File: src/rtl/alsu_req_scheduler.sv
// alsu_req_scheduler: shares one 2-cycle-latency ALSU between two requesters.
// The ALSU sees each command for exactly one cycle. Between commands it is parked
// on an idle pattern, so shift/rotate ops always start from out = 0.
//
// state   | meaning
// S_IDLE  | ALSU parked on idle pattern; grant once a request is pending and the gap is met
// S_ISSUE | accepted command driven on alsu_ctl for this single cycle
// S_WAIT  | idle pattern back on alsu_ctl while the ALSU computes
// S_CAPT  | ALSU result valid on alsu_out; capture it into the response registers
// S_RESP  | response offered, held stable until rsp_ready
module alsu_req_scheduler #(
  parameter string       ARB_MODE = "RR",
  parameter int unsigned MIN_GAP  = 2
) (
  input  logic        clk,
  input  logic        rst_n,
  input  logic [1:0]  req_valid,
  output logic [1:0]  req_ready,
  input  logic [15:0] req_cmd0,
  input  logic [15:0] req_cmd1,
  output logic        rsp_valid,
  input  logic        rsp_ready,
  output logic        rsp_id,
  output logic [5:0]  rsp_data,
  output logic        rsp_err,
  output logic [15:0] alsu_ctl,
  input  logic [5:0]  alsu_out,
  output logic        busy
);

  // Command packing:
  // {direction,serial_in,bypass_B,bypass_A,red_op_B,red_op_A,cin,opcode[2:0],B[2:0],A[2:0]}
  // bypass_A=1 with A=0 forces ALSU out to 0.
  localparam logic [15:0]   IDLE_PAT  = 16'h1000;
  localparam bit            FIXED_PRI = (ARB_MODE == "FIXED0");
  localparam int            GW        = $clog2(MIN_GAP + 1);
  localparam logic [GW-1:0] GAP_MAX   = GW'(MIN_GAP);
  // The accept cycle itself is an idle-pattern cycle, so one fewer is needed beforehand.
  localparam logic [GW-1:0] GAP_OK    = GW'(MIN_GAP - 1);

  typedef enum logic [2:0] {
    S_IDLE  = 3'd0,
    S_ISSUE = 3'd1,
    S_WAIT  = 3'd2,
    S_CAPT  = 3'd3,
    S_RESP  = 3'd4
  } state_t;

  state_t        state, state_nxt;
  logic [GW-1:0] gap_cnt;
  logic          rr_last;
  logic          grant_id;
  logic          grant_en;
  logic [15:0]   grant_cmd;
  logic          gid_q;
  logic          err_q;

  // Invalid command that the ALSU will not bypass: reduction on arithmetic/shift ops, or op 6/7.
  function automatic logic cmd_err(input logic [15:0] c);
    logic [2:0] op;
    op = c[8:6];
    return ~c[12] & ~c[13] & (((c[10] | c[11]) & (op[1] | op[2])) | (op[1] & op[2]));
  endfunction

  // Arbitration choice among the currently valid requesters.
  always_comb begin
    grant_id = 1'b0;
    unique case (req_valid)
      2'b10:   grant_id = 1'b1;
      2'b11:   grant_id = FIXED_PRI ? 1'b0 : ~rr_last;
      default: grant_id = 1'b0;
    endcase
    grant_cmd = grant_id ? req_cmd1 : req_cmd0;
  end

  // State register.
  always_ff @(posedge clk or negedge rst_n) begin
    if (!rst_n) state <= S_IDLE;
    else        state <= state_nxt;
  end

  // Next-state logic and the combinational accept strobe.
  always_comb begin
    state_nxt = state;
    req_ready = 2'b00;
    grant_en  = 1'b0;
    unique case (state)
      S_IDLE: begin
        if ((|req_valid) && (gap_cnt >= GAP_OK)) begin
          grant_en  = 1'b1;
          req_ready = grant_id ? 2'b10 : 2'b01;
          state_nxt = S_ISSUE;
        end
      end
      S_ISSUE: state_nxt = S_WAIT;
      S_WAIT:  state_nxt = S_CAPT;
      S_CAPT:  state_nxt = S_RESP;
      S_RESP:  if (rsp_ready) state_nxt = S_IDLE;
      default: state_nxt = S_IDLE;
    endcase
  end

  // Command latch, ALSU drive, result capture and response handshake.
  always_ff @(posedge clk or negedge rst_n) begin
    if (!rst_n) begin
      alsu_ctl  <= IDLE_PAT;
      gid_q     <= 1'b0;
      err_q     <= 1'b0;
      rr_last   <= 1'b1;
      rsp_valid <= 1'b0;
      rsp_id    <= 1'b0;
      rsp_data  <= '0;
      rsp_err   <= 1'b0;
    end else begin
      if (grant_en) begin
        alsu_ctl <= grant_cmd;
        gid_q    <= grant_id;
        err_q    <= cmd_err(grant_cmd);
        rr_last  <= grant_id;
      end
      if (state == S_ISSUE) alsu_ctl <= IDLE_PAT;
      if (state == S_CAPT) begin
        rsp_data  <= alsu_out;
        rsp_id    <= gid_q;
        rsp_err   <= err_q;
        rsp_valid <= 1'b1;
      end
      if ((state == S_RESP) && rsp_ready) rsp_valid <= 1'b0;
    end
  end

  // Count idle-pattern cycles on the ALSU inputs; restart whenever a command is issued.
  always_ff @(posedge clk or negedge rst_n) begin
    if (!rst_n)                                         gap_cnt <= '0;
    else if (state == S_ISSUE)                          gap_cnt <= '0;
    else if ((alsu_ctl == IDLE_PAT) && (gap_cnt < GAP_MAX)) gap_cnt <= gap_cnt + 1'b1;
  end

  assign busy = (state != S_IDLE);

endmodule

File: config.mk
export PLATFORM = sky130hd
export DESIGN_NAME = alsu_req_scheduler
export DESIGN_NICKNAME = d
export VERILOG_FILES = /design/src/rtl/alsu_req_scheduler.sv
export SDC_FILE = /design/constraint.sdc
export NUM_CORES = 1
export LEC_CHECK = 0
export ABC_AREA = 0
export CORE_AREA = 2 2 66 68
export DETAILED_ROUTE_END_ITERATION = 8
export DIE_AREA = 0 0 68 70
export GPL_TIMING_DRIVEN = 0
export PLACE_DENSITY = 0.86
export SYNTH_ARGS = -nofsm -noshare
export SYNTH_HDL_FRONTEND = slang
export SYNTH_SLANG_ARGS = --single-unit
File: constraint.sdc
create_clock -name clk -period 1.5 [get_ports clk]
set_input_delay 0.15 -clock clk [delete_from_list [all_inputs] [get_ports clk]]
set_output_delay 0.15 -clock clk [all_outputs]
set_load 0.02 [all_outputs]
==> Word-level counts from Yosys, hierarchy flattened <==
Cells that the tools add are included.
{ "totals": {"register_bits": 33, "in_bits": 43, "out_inout_bits": 28, "word_cells": 58} }
{ "op_classes": {"addsub": 1, "n_lt_le_gt_ge": 2, "n_eq_ne": 9, "muxes": 16, "bitwise_logic": 10, "reduce_logical": 10} }
{ "ops": {"columns": ["operator", "n"], "rows": [
  ["16-bit two-way mux", 3],
  ["16-bit by 13-bit equality test with 1-bit output (second input constant)", 1],
  ["3-bit one-hot mux with 5 select lines", 1],
  ["2-bit two-way mux", 5],
  ["3-bit by 2-bit equality test with 1-bit output (second input constant)", 2],
  ["3-bit two-way mux", 2],
  ["2-bit nonzero test", 3],
  ["1-bit bitwise AND", 4],
  ["2-bit equality test (second input constant)", 2],
  ["1-bit two-way mux", 4],
  ["2-bit inequality test (second input constant)", 2],
  ["3-bit by 1-bit equality test with 1-bit output (second input constant)", 1],
  ["3-bit equality test (second input constant)", 1],
  ["1-bit logical AND", 3],
  ["3-bit logical NOT", 1],
  ["1-bit inverter", 3],
  ["1-bit OR", 3],
  ["3-bit nonzero test", 1],
  ["2-bit by 1-bit adder with 2-bit output (second input constant)", 1],
  ["2-bit by 1-bit >= comparator with 1-bit output (second input constant)", 1],
  ["2-bit less-than comparator (second input constant)", 1],
  ["1-bit one-hot mux with 2 select lines", 1],
  ["2-bit AND reduction", 1],
  ["2-bit OR reduction", 1]
]} }

==> Longest topological paths before layout <==
{ "logic_depth": {"ltp_word": 7, "ltp_mapped": 7, "mapped_depth_nobuf": 6} }

==> Least setup slack after synthesis <==
OpenSTA, ideal clock, no wires.
{ "synth_timing": {"path_type": "register to output", "start": "register gap_cnt[0]", "end": "output port req_ready[0]", "t_arrival_ns": 1.349, "path_slack_ns": 0.001, "stages_incl_launch_ff": 7, "n_path_buf": 1, "path_cell_list": "dfrtp_1 -> inv_1 -> ha_1 -> o21ba_2 -> nand2_2 -> buf_2 -> nor2_1"} }
{ "synth_between": {"elab_chain_cells": 4} }
{ "synth_lines": {"columns": ["item", "line_no", "text"], "rows": [
  ["start: declaration", "50", "logic [GW-1:0] gap_cnt;"],
  ["start signal: assignment", "136", "else if ((alsu_ctl == IDLE_PAT) && (gap_cnt < GAP_MAX)) gap_cnt <= gap_cnt + 1'b1;"],
  ["2-bit by 1-bit >= comparator with 1-bit output", "89", "if ((|req_valid) && (gap_cnt >= GAP_OK)) begin"],
  ["1-bit logical AND", "89", null],
  ["2-bit two-way mux", "89", null],
  ["2-bit two-way mux", "87", "unique case (state)"],
  ["end: declaration", "18", "output logic [1:0] req_ready,"]
]} }
Every way passes these cells.

==> Worst setup path after layout <==
{ "layout_timing": {"start": "register gap_cnt[1]", "end": "output port req_ready[0]"} }
Same word-level chain as after synthesis.

==> results.sh <==
export IMPL_status="complete, but fails checks"
export IMPL_violations="setup timing"
export IMPL_path_buf_inv=3
export IMPL_row_count=24
export IMPL_netlist_area_mm2=0.00159
export IMPL_r2r_cells=8
export IMPL_clock_sinks=33
export IMPL_syn_nets=190
export IMPL_hold_class="in2async"
export IMPL_start_util_pct=38.4
export IMPL_avgSynthCellArea_um2=10.9
export IMPL_worstSetupStartpoint="gap_cnt[1]"
export IMPL_crit_path_start_kind="flop"
export IMPL_fill_cells=323
export IMPL_finalMaxSlewViolations=0
export IMPL_cp_arrival_ps=1480
export IMPL_required_ps=1350
export IMPL_drt_total_wl_mm=4.40
export IMPL_final_hold_violation_count=0
export IMPL_grt_pass1_wl_mm=6.82
export IMPL_viasPerCell=5.25
export IMPL_gr_total_overflow=0
export IMPL_wire_per_inst_um=15.4
export IMPL_fp_dieW_um=68
export IMPL_maxCapViolations=0
export IMPL_slowest_delay_ps=360
export IMPL_postLayoutCellArea_mm2=0.00261
export IMPL_layout_setup_ws_ps=-128
export IMPL_ys_flop_type="dfrtp_1"
export IMPL_cts_root_buffer="clkbuf_8"
export IMPL_place_congestion=0.742
export IMPL_synth_edff_count=0
export IMPL_grt_pass1_vias=1438
export IMPL_synth_distinct_cells=35
export IMPL_firstDrtPassIters=4
export IMPL_crit_path_frequent_cell="buf_6"
export IMPL_ant_nets=0
export IMPL_dieArea_mm2=0.00476
export IMPL_rr_startpoint="gap_cnt[1]"
export IMPL_p_per_area_mw_per_mm2=1680
export IMPL_synthTopCellsByArea="dfrtp_1, mux2i_1, mux2_2, nand3_1, o21ai_0"
export IMPL_async_reset_ff_share_pct=100
export IMPL_max_slew_margin_pct=50.8
export IMPL_ir_worst_vdd_mv=0.660
export IMPL_n_antenna_cell=0
export IMPL_cp_max_fo=3
export IMPL_die_h_um=70
export IMPL_cpMaxStageDelayCell="dfrtp_1"
export IMPL_drc=0
export IMPL_synth_top_area_share_pct=48.7
export IMPL_io_pins=71
export IMPL_holdWs_ps=453
export IMPL_tightest_slew_ps=738
export IMPL_post_route_period_util_pct=109
export IMPL_yosysSeqAreaShare_pct=52.0
export IMPL_finalNetCount=277
export IMPL_synth_seq_cells=33
export IMPL_numCtsBuffers=5
export IMPL_postPlaceCellArea_mm2=0.00235
export IMPL_path_clk_slew_ps=70
export IMPL_htree_levels=2
export IMPL_ys_warn_count=0
export IMPL_place_hpwl_mm=3.01
export IMPL_timing_fmax_ghz=0.614
export IMPL_place_inst=268
export IMPL_antenna_found_initial=0
export IMPL_netlist_instances=146
export IMPL_critical_path_cell_chain="inv_1 -> ha_2 -> o21ba_4 -> nand2_4 -> buf_6 -> nor2_4 -> buf_6"
export IMPL_grt_usage_pct=19.5
export IMPL_setup_viol=4
export IMPL_area_growth_pct=64.0
export IMPL_setup_worst_path_class="reg2out"
export IMPL_clk_path_buf_depth=2
export IMPL_drt_iter0_markers=76
export IMPL_critical_path_top_delay_family="flip-flops"
export IMPL_rsz0062_at_grt="yes"
export IMPL_portBuffers=70
export IMPL_cts_tree="done"
export IMPL_endpoint_kind="output port"
export IMPL_fin_util_pct=63.0
export IMPL_core_mm2=0.00414
export IMPL_drive_above_1_share_pct=23.5
export IMPL_clock_skew_ps=13.1
export IMPL_stdcell_count=286
export IMPL_synth_top_area_cell="dfrtp_1"
export IMPL_power_leakage_uw=0.00120
export IMPL_post_route_min_period_ps=1630
export IMPL_cp_num_cells=7
export IMPL_dp_slack_ps=-791
export IMPL_grt_max_degree=34
export IMPL_insertion_delay_ps=290
export IMPL_vias=1501
kinds of logic after synthesis:
group	Yosys count	synth area share, %
multiplexers	23	15.1
buffers and inverters	13	4.48
AO/OA/AOI/OAI	30	11.2
adder cells (fa/ha/maj)	1	0.786
AND/OR/NAND/NOR	45	15.8
XOR/XNOR	1	0.550
flip-flops	33	52.0
cells in the mapped netlist, types with 3 or more instances:
| library cell | count |
|---|---|
| buf_2 | 6 |
| dfrtp_1 | 31 |
| inv_1 | 5 |
| mux2_2 | 8 |
| mux2i_1 | 15 |
| nand2_1 | 3 |
| nand3_1 | 17 |
| nor2_1 | 8 |
| nor3_1 | 3 |
| nor4_1 | 3 |
| o21ai_0 | 14 |
| o21ai_1 | 4 |
path summary, 6_finish.rpt:
| check | slack [ps] | endpoint |
|---|---|---|
| max | -130 | req_ready[0] |
| min | 450 | alsu_ctl[2] |
| max reg2reg | -20 | alsu_ctl[3] |
| min reg2reg | 480 | err_q |
| max in group asynchronous | 520 | state[1] |
| min in group clk | 480 | rsp_data[2] |
final cells by class:
| type | count | area, um2 | area share [%] |
|---|---|---|---|
| Clock buffer | 6 | 72.6 | 2.78 |
| Timing Repair Buffer | 81 | 793 | 30.4 |
| Buffer | 7 | 68.8 | 2.64 |
| Tap cell | 52 | 65.1 | 2.49 |
| Multi-Input combinational cell | 100 | 749 | 28.7 |
| Sequential cell | 33 | 832 | 31.9 |
| Clock inverter | 2 | 10.0 | 0.384 |
| Inverter | 5 | 18.8 | 0.719 |
where the power goes:
part           switching, uW  internal (uW)  total, uW
logic                   1090           1180       2260
clock network            322            321        643
registers                254           1230       1480
total                   1660           2720       4390
registers in the layout, indices dropped and copies added (netlist names):
register   count
alsu_ctl      16
rsp_data       6
state          3
gap_cnt        2
err_q          1
gid_q          1
rr_last        1
rsp_err        1
rsp_id         1
rsp_valid      1
routing by layer:
layer  track usage [%]  wire, um  part of all wire, %  vias to the layer above
li1                  -         -                    -                      701
met1              25.2      1780                   40                      752
met2              31.5      2320                   53                       41
met3              4.03       201                  4.6                        7
met4              7.33       100                  2.3                        0
met5                 0         0                    0                        -
metrics by stage:
step / TNS, ps / power, uW
after global placement: -16820 / 3420
after detailed placement: -5090 / 3470
after CTS: -150 / 4260
after global routing: -951 / 4650
final: -221 / 4390
after floorplan: 0 / 2610
what timing repair did:
item                                    CTS  global route
hold buffers                              1             0
buffers inserted                          6             5
endpoints found under the hold margin    31             0
endpoints found under the setup margin   13            23
pin swaps                                 1             4
gates resized for setup                  36            19
cloned                                    0             0
layout by cell type, fill, tap and decap left out, drive strengths merged, types with 2 or more instances in the layout:
cell / n
a211oi: 2
a21boi: 2
a21o: 2
buf: 21
clkbuf: 6
clkdlybuf4s50: 61
clkinv: 2
dfrtp: 31
dfstp: 2
dlymetal6s2s: 4
inv: 5
mux2: 8
mux2i: 15
nand2: 5
nand3: 17
nor2: 8
nor3: 4
nor4: 4
o21ai: 18
Power figures use the tool's default switching activity.
